`config.mk`:
```
export PLATFORM = sky130hd
export DESIGN_NAME = mem_access_unit
export DESIGN_NICKNAME = d
export VERILOG_FILES = /design/src/rtl/mem_pkg.sv /design/src/rtl/mem_lane_align.sv /design/src/rtl/mem_access_unit.sv
export SDC_FILE = /design/constraint.sdc
export NUM_CORES = 1
export LEC_CHECK = 0
export CAP_MARGIN = 20
export CORE_UTILIZATION = 48
export CTS_CLUSTER_SIZE = 30
export DETAILED_ROUTE_END_ITERATION = 10
export PLACE_DENSITY = 0.95
export SLEW_MARGIN = 20
export SYNTH_ARGS = -nofsm -noshare
export SYNTH_HDL_FRONTEND = slang
export SYNTH_SLANG_ARGS = --single-unit
```
`constraint.sdc`:
```
create_clock -name clk -period 9.95 [get_ports clk]
set_input_delay 1.99 -clock clk [delete_from_list [all_inputs] [get_ports clk]]
set_output_delay 1.99 -clock clk [all_outputs]
set_load 0.03 [all_outputs]
```
`src/rtl/mem_pkg.sv`:
```
// Shared size codes, FSM encoding and the misalignment test for the MEM-stage access unit.
package mem_pkg;

  localparam logic [2:0] DM_B  = 3'b000;
  localparam logic [2:0] DM_H  = 3'b001;
  localparam logic [2:0] DM_W  = 3'b010;
  localparam logic [2:0] DM_BU = 3'b100;
  localparam logic [2:0] DM_HU = 3'b101;

  typedef enum logic [1:0] {
    IDLE = 2'd0,
    BUS  = 2'd1,
    DONE = 2'd2
  } state_t;

  // mode[1] set means word, otherwise mode[0] selects half over byte.
  function automatic logic misaligned(input logic [2:0] mode, input logic [1:0] a);
    if (mode[1]) return (a != 2'b00);
    else if (mode[0]) return a[0];
    else return 1'b0;
  endfunction

endpackage

```
`src/rtl/mem_lane_align.sv`:
```
// Combinational lane steering: store strobes/replication and load lane extract with extension.
module mem_lane_align
  import mem_pkg::*;
(
  input  logic [2:0]  mode,
  input  logic [1:0]  a,
  input  logic [31:0] sdata,
  input  logic [31:0] rdata,
  output logic [3:0]  wstrb,
  output logic [31:0] wdata,
  output logic [31:0] ld
);

  logic [31:0] byte_sh;
  logic [31:0] half_sh;

  always_comb begin
    byte_sh = rdata >> {a, 3'b000};
    half_sh = rdata >> {a[1], 4'b0000};
    wstrb   = 4'b1111;
    wdata   = sdata;
    ld      = rdata;
    if (mode[1]) begin
      wstrb = 4'b1111;
    end else if (mode[0]) begin
      // Half accesses ignore a[0]: misaligned halves are aligned down.
      wstrb = 4'b0011 << {a[1], 1'b0};
      wdata = {2{sdata[15:0]}};
      ld    = mode[2] ? {16'h0000, half_sh[15:0]} : {{16{half_sh[15]}}, half_sh[15:0]};
    end else begin
      wstrb = 4'b0001 << a;
      wdata = {4{sdata[7:0]}};
      ld    = mode[2] ? {24'h000000, byte_sh[7:0]} : {{24{byte_sh[7]}}, byte_sh[7:0]};
    end
  end

endmodule

```
`src/rtl/mem_access_unit.sv`:
```
// MEM-stage data-memory access unit: one handshaked word-bus transaction per load/store.
// Optional MEM_MISALIGN_TRAP_EN: misaligned accesses retire with bus_err instead of going to the bus.
module mem_access_unit
  import mem_pkg::*;
#(
  parameter int ADDR_W   = 32,
  parameter int MAX_WAIT = 0
) (
  input  logic              clk,
  input  logic              rst,
  input  logic              clear,
  input  logic [2:0]        dm_mode,
  input  logic              dmrd,
  input  logic              dmwe,
  input  logic [ADDR_W-1:0] dm_addr,
  input  logic [31:0]       dm_data,
  output logic [31:0]       ld_data,
  output logic              done,
  output logic              stall,
  output logic              bus_err,
  output logic              bus_req,
  output logic              bus_we,
  output logic [ADDR_W-1:0] bus_addr,
  output logic [31:0]       bus_wdata,
  output logic [3:0]        bus_wstrb,
  input  logic [31:0]       bus_rdata,
  input  logic              bus_ack
);

  localparam int CNT_W = (MAX_WAIT > 0) ? $clog2(MAX_WAIT + 1) : 1;

  state_t            state;
  state_t            next;
  logic [ADDR_W-1:0] addr_q;
  logic [31:0]       data_q;
  logic [2:0]        mode_q;
  logic              we_q;
  logic [31:0]       ld_q;
  logic              err_q;
  logic              clr_q;
  logic [CNT_W-1:0]  wait_cnt;

  logic              start;
  logic              trap;
  logic              timeout;
  logic [3:0]        lane_wstrb;
  logic [31:0]       lane_wdata;
  logic [31:0]       lane_ld;

  // rst gates start so stall stays low while reset is held.
  assign start = (dmrd | dmwe) & ~clear & ~rst;

`ifdef MEM_MISALIGN_TRAP_EN
  assign trap = misaligned(dm_mode, dm_addr[1:0]);
`else
  assign trap = 1'b0;
`endif

  assign timeout = (MAX_WAIT > 0) && (wait_cnt == CNT_W'(MAX_WAIT - 1));

  mem_lane_align u_lane (
    .mode  (mode_q),
    .a     (addr_q[1:0]),
    .sdata (data_q),
    .rdata (bus_rdata),
    .wstrb (lane_wstrb),
    .wdata (lane_wdata),
    .ld    (lane_ld)
  );

  always_comb begin
    next      = state;
    stall     = 1'b0;
    done      = 1'b0;
    ld_data   = 32'h0;
    bus_err   = 1'b0;
    bus_req   = 1'b0;
    bus_we    = 1'b0;
    bus_addr  = '0;
    bus_wdata = 32'h0;
    bus_wstrb = 4'h0;
    case (state)
      IDLE: begin
        if (start) begin
          stall = 1'b1;
          next  = trap ? DONE : BUS;
        end
      end
      BUS: begin
        stall     = 1'b1;
        bus_req   = 1'b1;
        bus_we    = we_q;
        bus_addr  = {addr_q[ADDR_W-1:2], 2'b00};
        bus_wdata = we_q ? lane_wdata : 32'h0;
        bus_wstrb = we_q ? lane_wstrb : 4'h0;
        if (bus_ack || timeout) next = DONE;
      end
      DONE: begin
        done    = 1'b1;
        ld_data = ld_q;
        bus_err = err_q;
        next    = IDLE;
      end
      default: next = IDLE;
    endcase
  end

  always_ff @(posedge clk or posedge rst) begin
    if (rst) begin
      state    <= IDLE;
      addr_q   <= '0;
      data_q   <= 32'h0;
      mode_q   <= 3'b000;
      we_q     <= 1'b0;
      ld_q     <= 32'h0;
      err_q    <= 1'b0;
      clr_q    <= 1'b0;
      wait_cnt <= '0;
    end else begin
      state <= next;
      case (state)
        IDLE: begin
          if (start) begin
            addr_q   <= dm_addr;
            data_q   <= dm_data;
            mode_q   <= dm_mode;
            we_q     <= dmwe;
            ld_q     <= 32'h0;
            err_q    <= trap;
            clr_q    <= 1'b0;
            wait_cnt <= '0;
          end
        end
        BUS: begin
          // A flush here cannot abandon the handshake; it only blanks the reported result.
          if (clear) clr_q <= 1'b1;
          if (bus_ack) begin
            ld_q     <= (we_q | clr_q | clear) ? 32'h0 : lane_ld;
            err_q    <= 1'b0;
            wait_cnt <= '0;
          end else if (timeout) begin
            ld_q     <= 32'h0;
            err_q    <= ~(clr_q | clear);
            wait_cnt <= '0;
          end else begin
            wait_cnt <= wait_cnt + 1'b1;
          end
        end
        default: ;
      endcase
    end
  end

endmodule

```
==> impl_metrics.tcl <==
set metrics [dict create \
    worst-setup-path-type "primary input to output pin" \
    grt_setup_unrepaired "no" \
    detail_route.iter0.violations 258 \
    ctsHoldBuffers 0 \
    synth-seq-cells 103 \
    place_hpwl_um 11100 \
    ctsLongestPathBuffers 2 \
    post_cts_sizing 0 \
    worst_slew_margin_rel_pct 31.5 \
    grt_antenna_before_repair 0 \
    design.final.nets 791 \
    run_status "finished clean" \
    post_synth_main_area_contributors "sky130_fd_sc_hd__dfrtp_1, sky130_fd_sc_hd__mux2_2, sky130_fd_sc_hd__and2_1, sky130_fd_sc_hd__a21oi_1, sky130_fd_sc_hd__mux2i_1" \
    ctsHtreeMaxLevel 3 \
    final_min_period_over_clock_period_pct 56.5 \
    port-buffer-count 206 \
    ioPinCount 210 \
    synth_cell_types 41 \
    pwr_density_cell_nw_per_um2 171 \
    initial_core_util_pct 49.4 \
    yosys_warnings 0 \
    grt_pass1_wl_um 24200 \
    post_cts_buffers 0 \
    min_delay_worst_endpoint "ld_q[0]" \
    cts_inserted_buffers 9 \
    synth.yosys.seq_area_share_pct 47.9 \
    clock_skew_ns 0.0127 \
    worstHoldStart "ld_q[0]" \
    timing.hold.worst_path_depth 1 \
    max_freq_ghz 0.178 \
    timing.reg2reg.setup_slack_ns 7.48 \
    critical_path_arrival_ns 3.64 \
    dr.pass1.iters 7 \
    syn_avg_cell_area_um2 10.7 \
    depth_of_the_worst_register_to_register_path 4 \
    fp.dieArea_um2 11600 \
    cell_leakage_power_nw 3.16 \
    synthesis.instances 505 \
    die_height_um 108 \
    vias_per_cell 5.64 \
    timing.final.hold_violations 0 \
    remaining_drc_errors 0 \
    first_global_vias 4887 \
    critical_path.max_fanout 3 \
    synth_area_leader_cell "sky130_fd_sc_hd__dfrtp_1" \
    slew_violations 0 \
    routed-via-count 4687 \
    setup_viol 0 \
    setup_tns_ns 0 \
    clock-root-buffer "sky130_fd_sc_hd__clkbuf_8" \
    maxCapViolations 0 \
    rows 38 \
    route.detailed.wl_per_inst_um 18.3 \
    worst_setup_path_start_kind "primary input" \
    drt-total-wl_um 15200 \
    min_path_type "flop to flop" \
    synth-edff-count 0 \
    critical_path.reg2reg.startpoint "we_q" \
    final_layout_size_suffix_gt1_share_pct 16.1 \
    drtAntennaViolNets 0 \
    final.min_clock_period_ns 5.63 \
    ys.flop_type "sky130_fd_sc_hd__dfrtp_1" \
    clock_pin_slew_reported_for_the_worst_setup_and_hold_paths_after_clock_tree_synthesis_ns 0.10 \
    cp_endpoint_kind "output pin" \
    overall_fraction_of_global_route_tracks_in_use_pct 26.8 \
    core_um2 10900 \
    grt-ovfl-total 0 \
    gpl.final_weighted_congestion 0.858 \
    finalHoldWorstSlack_ns 0.491 \
    crit-reg2reg-capture "ld_q[20]" \
    synth_largest_type_area_fraction_pct 47.9 \
    share_of_synthesized_flip_flops_with_an_asynchronous_set_or_reset_pct 100 \
    worst_ir_drop_vdd_mv 0.115 \
    worst_skew_pair.late_latency_ns 0.36 \
    maximum_number_of_pins_on_one_net_before_global_route_repair 73 \
    insertedDiodeCount 0 \
    clkSinkCount 103 \
    tritoncts "done" \
    layout-area-overhead-vs-synth_pct 41.9 \
    required_ns 7.96 \
    netlist_area_um2 5380 \
    dieWidth_um 108 \
    worst-slew-pin-transition_ns 1.02 \
]
[critical path: stages]
cell and delay (ns):
sky130_fd_sc_hd__clkdlybuf4s50_1 0.49, sky130_fd_sc_hd__nor3_1 0.32, sky130_fd_sc_hd__nor2_1 0.07, sky130_fd_sc_hd__nor2_1 0.09
sky130_fd_sc_hd__clkdlybuf4s50_1 0.68
[per-stage QoR]
step / total power [mW] / cells / utilization, % / cell area, um^2 / worst slack (ns)
floorplan: 0.897 / 507 / - / 5390 / 5.26
global route: 1.38 / 831 / 70.1 / 7630 / 4.25
global placement: 1.05 / 815 / 68.5 / 7460 / 4.35
finish: 1.31 / 831 / 70.1 / 7630 / 4.32
detailed placement: 1.07 / 815 / 68.5 / 7460 / 4.33
CTS: 1.31 / 831 / 70.1 / 7630 / 4.33
[state kept, by name, indices dropped and copies added (netlist names)]
signal,flops
addr_q,32
data_q,32
ld_q,32
mode_q,3
state,2
clr_q,1
we_q,1
[routing by layer]
metal	track usage [%]	vias to the layer above	routed length, um	share of wire, %
met3	5.93	25	1090	7.2
met1	31.9	2327	5960	39
met2	46.8	214	7840	52
met5	0	-	0	0
met4	10.7	0	311	2.0
li1	-	2121	-	-
[placed cells by master (no fill, tap or decap), types with 2 or more instances in the layout]
cell,synthesis,routed
sky130_fd_sc_hd__nor2_1,31,31
sky130_fd_sc_hd__mux2_4,2,2
sky130_fd_sc_hd__nand2_1,29,29
sky130_fd_sc_hd__a22oi_1,7,7
sky130_fd_sc_hd__conb_1,1,3
sky130_fd_sc_hd__and2_1,63,63
sky130_fd_sc_hd__or2_2,7,7
sky130_fd_sc_hd__nand3_1,6,6
sky130_fd_sc_hd__a221o_1,11,11
sky130_fd_sc_hd__a221o_2,6,6
sky130_fd_sc_hd__o2bb2ai_1,14,14
sky130_fd_sc_hd__inv_1,6,5
sky130_fd_sc_hd__nand2b_1,7,7
sky130_fd_sc_hd__clkbuf_1,21,2
sky130_fd_sc_hd__o21ai_0,19,19
sky130_fd_sc_hd__and3_1,9,9
sky130_fd_sc_hd__mux2i_1,18,18
sky130_fd_sc_hd__clkbuf_8,0,10
sky130_fd_sc_hd__dfrtp_1,103,102
sky130_fd_sc_hd__a21oi_1,36,36
sky130_fd_sc_hd__buf_4,11,5
sky130_fd_sc_hd__clkdlybuf4s50_1,0,206
sky130_fd_sc_hd__nor2b_1,4,3
sky130_fd_sc_hd__mux2_2,66,66
[cells by family (layout without fill, tap and decap cells)]
family          count (synthesis)  count (layout)  share of synthesized area (%)
compound gates                100             100                           12.9
buf+inv                        49             233                           4.47
flops                         103             103                           47.9
mux                            86              86                           17.7
other cells                     1               3                         0.0697
simple gates                  166             166                           16.9
[power by group]
part / switching (mW) / total (mW) / internal [mW] / leakage (nW)
Combinational: 0.228 / 0.463 / 0.235 / 1.79
Clock: 0.140 / 0.240 / 0.0993 / 0.0870
Sequential: 0.0992 / 0.606 / 0.507 / 1.28
[final cells by class]
cell class | count | area [um^2]
Clock buffer | 12 | 145
Multi-Input combinational cell | 355 | 2580
Clock inverter | 4 | 30.0
Inverter | 6 | 25.0
Timing Repair Buffer | 211 | 2100
Sequential cell | 103 | 2580
Fill cell | 813 | 3250
Tap cell | 140 | 175
[synth_stat cells, types with 2 or more instances]
cell type / count
sky130_fd_sc_hd__mux2_4: 2
sky130_fd_sc_hd__mux2i_1: 18
sky130_fd_sc_hd__mux2_2: 66
sky130_fd_sc_hd__buf_2: 6
sky130_fd_sc_hd__dfrtp_1: 103
sky130_fd_sc_hd__inv_1: 6
sky130_fd_sc_hd__nor2b_1: 4
sky130_fd_sc_hd__a22oi_1: 7
sky130_fd_sc_hd__nand3_1: 6
sky130_fd_sc_hd__buf_4: 11
sky130_fd_sc_hd__o21ai_0: 19
sky130_fd_sc_hd__nor2_1: 31
sky130_fd_sc_hd__nand2_1: 29
sky130_fd_sc_hd__a21oi_1: 36
sky130_fd_sc_hd__or2_2: 7
sky130_fd_sc_hd__and3_1: 9
sky130_fd_sc_hd__clkbuf_1: 21
sky130_fd_sc_hd__and2_1: 63
sky130_fd_sc_hd__o2bb2ai_1: 14
sky130_fd_sc_hd__o21ai_1: 2
sky130_fd_sc_hd__buf_1: 4
sky130_fd_sc_hd__a221o_2: 6
sky130_fd_sc_hd__a221o_1: 11
sky130_fd_sc_hd__nand2b_1: 7
[how the worst max path moves through the flow]
| stage | startpoint | end | slack [ns] | cells after the start |
|---|---|---|---|---|
| 6_report | rst | stall | 4.32 | 5 |
| 2_1_floorplan | rst | addr_q[0] | 5.26 | 1 |
| 3_3_place_gp | rst | stall | 4.35 | 5 |
| 5_1_grt | rst | stall | 4.25 | 5 |
| 4_1_cts | rst | stall | 4.33 | 5 |
| 3_5_place_dp | rst | stall | 4.33 | 5 |
No activity file was read; power rests on OpenSTA's default activity.
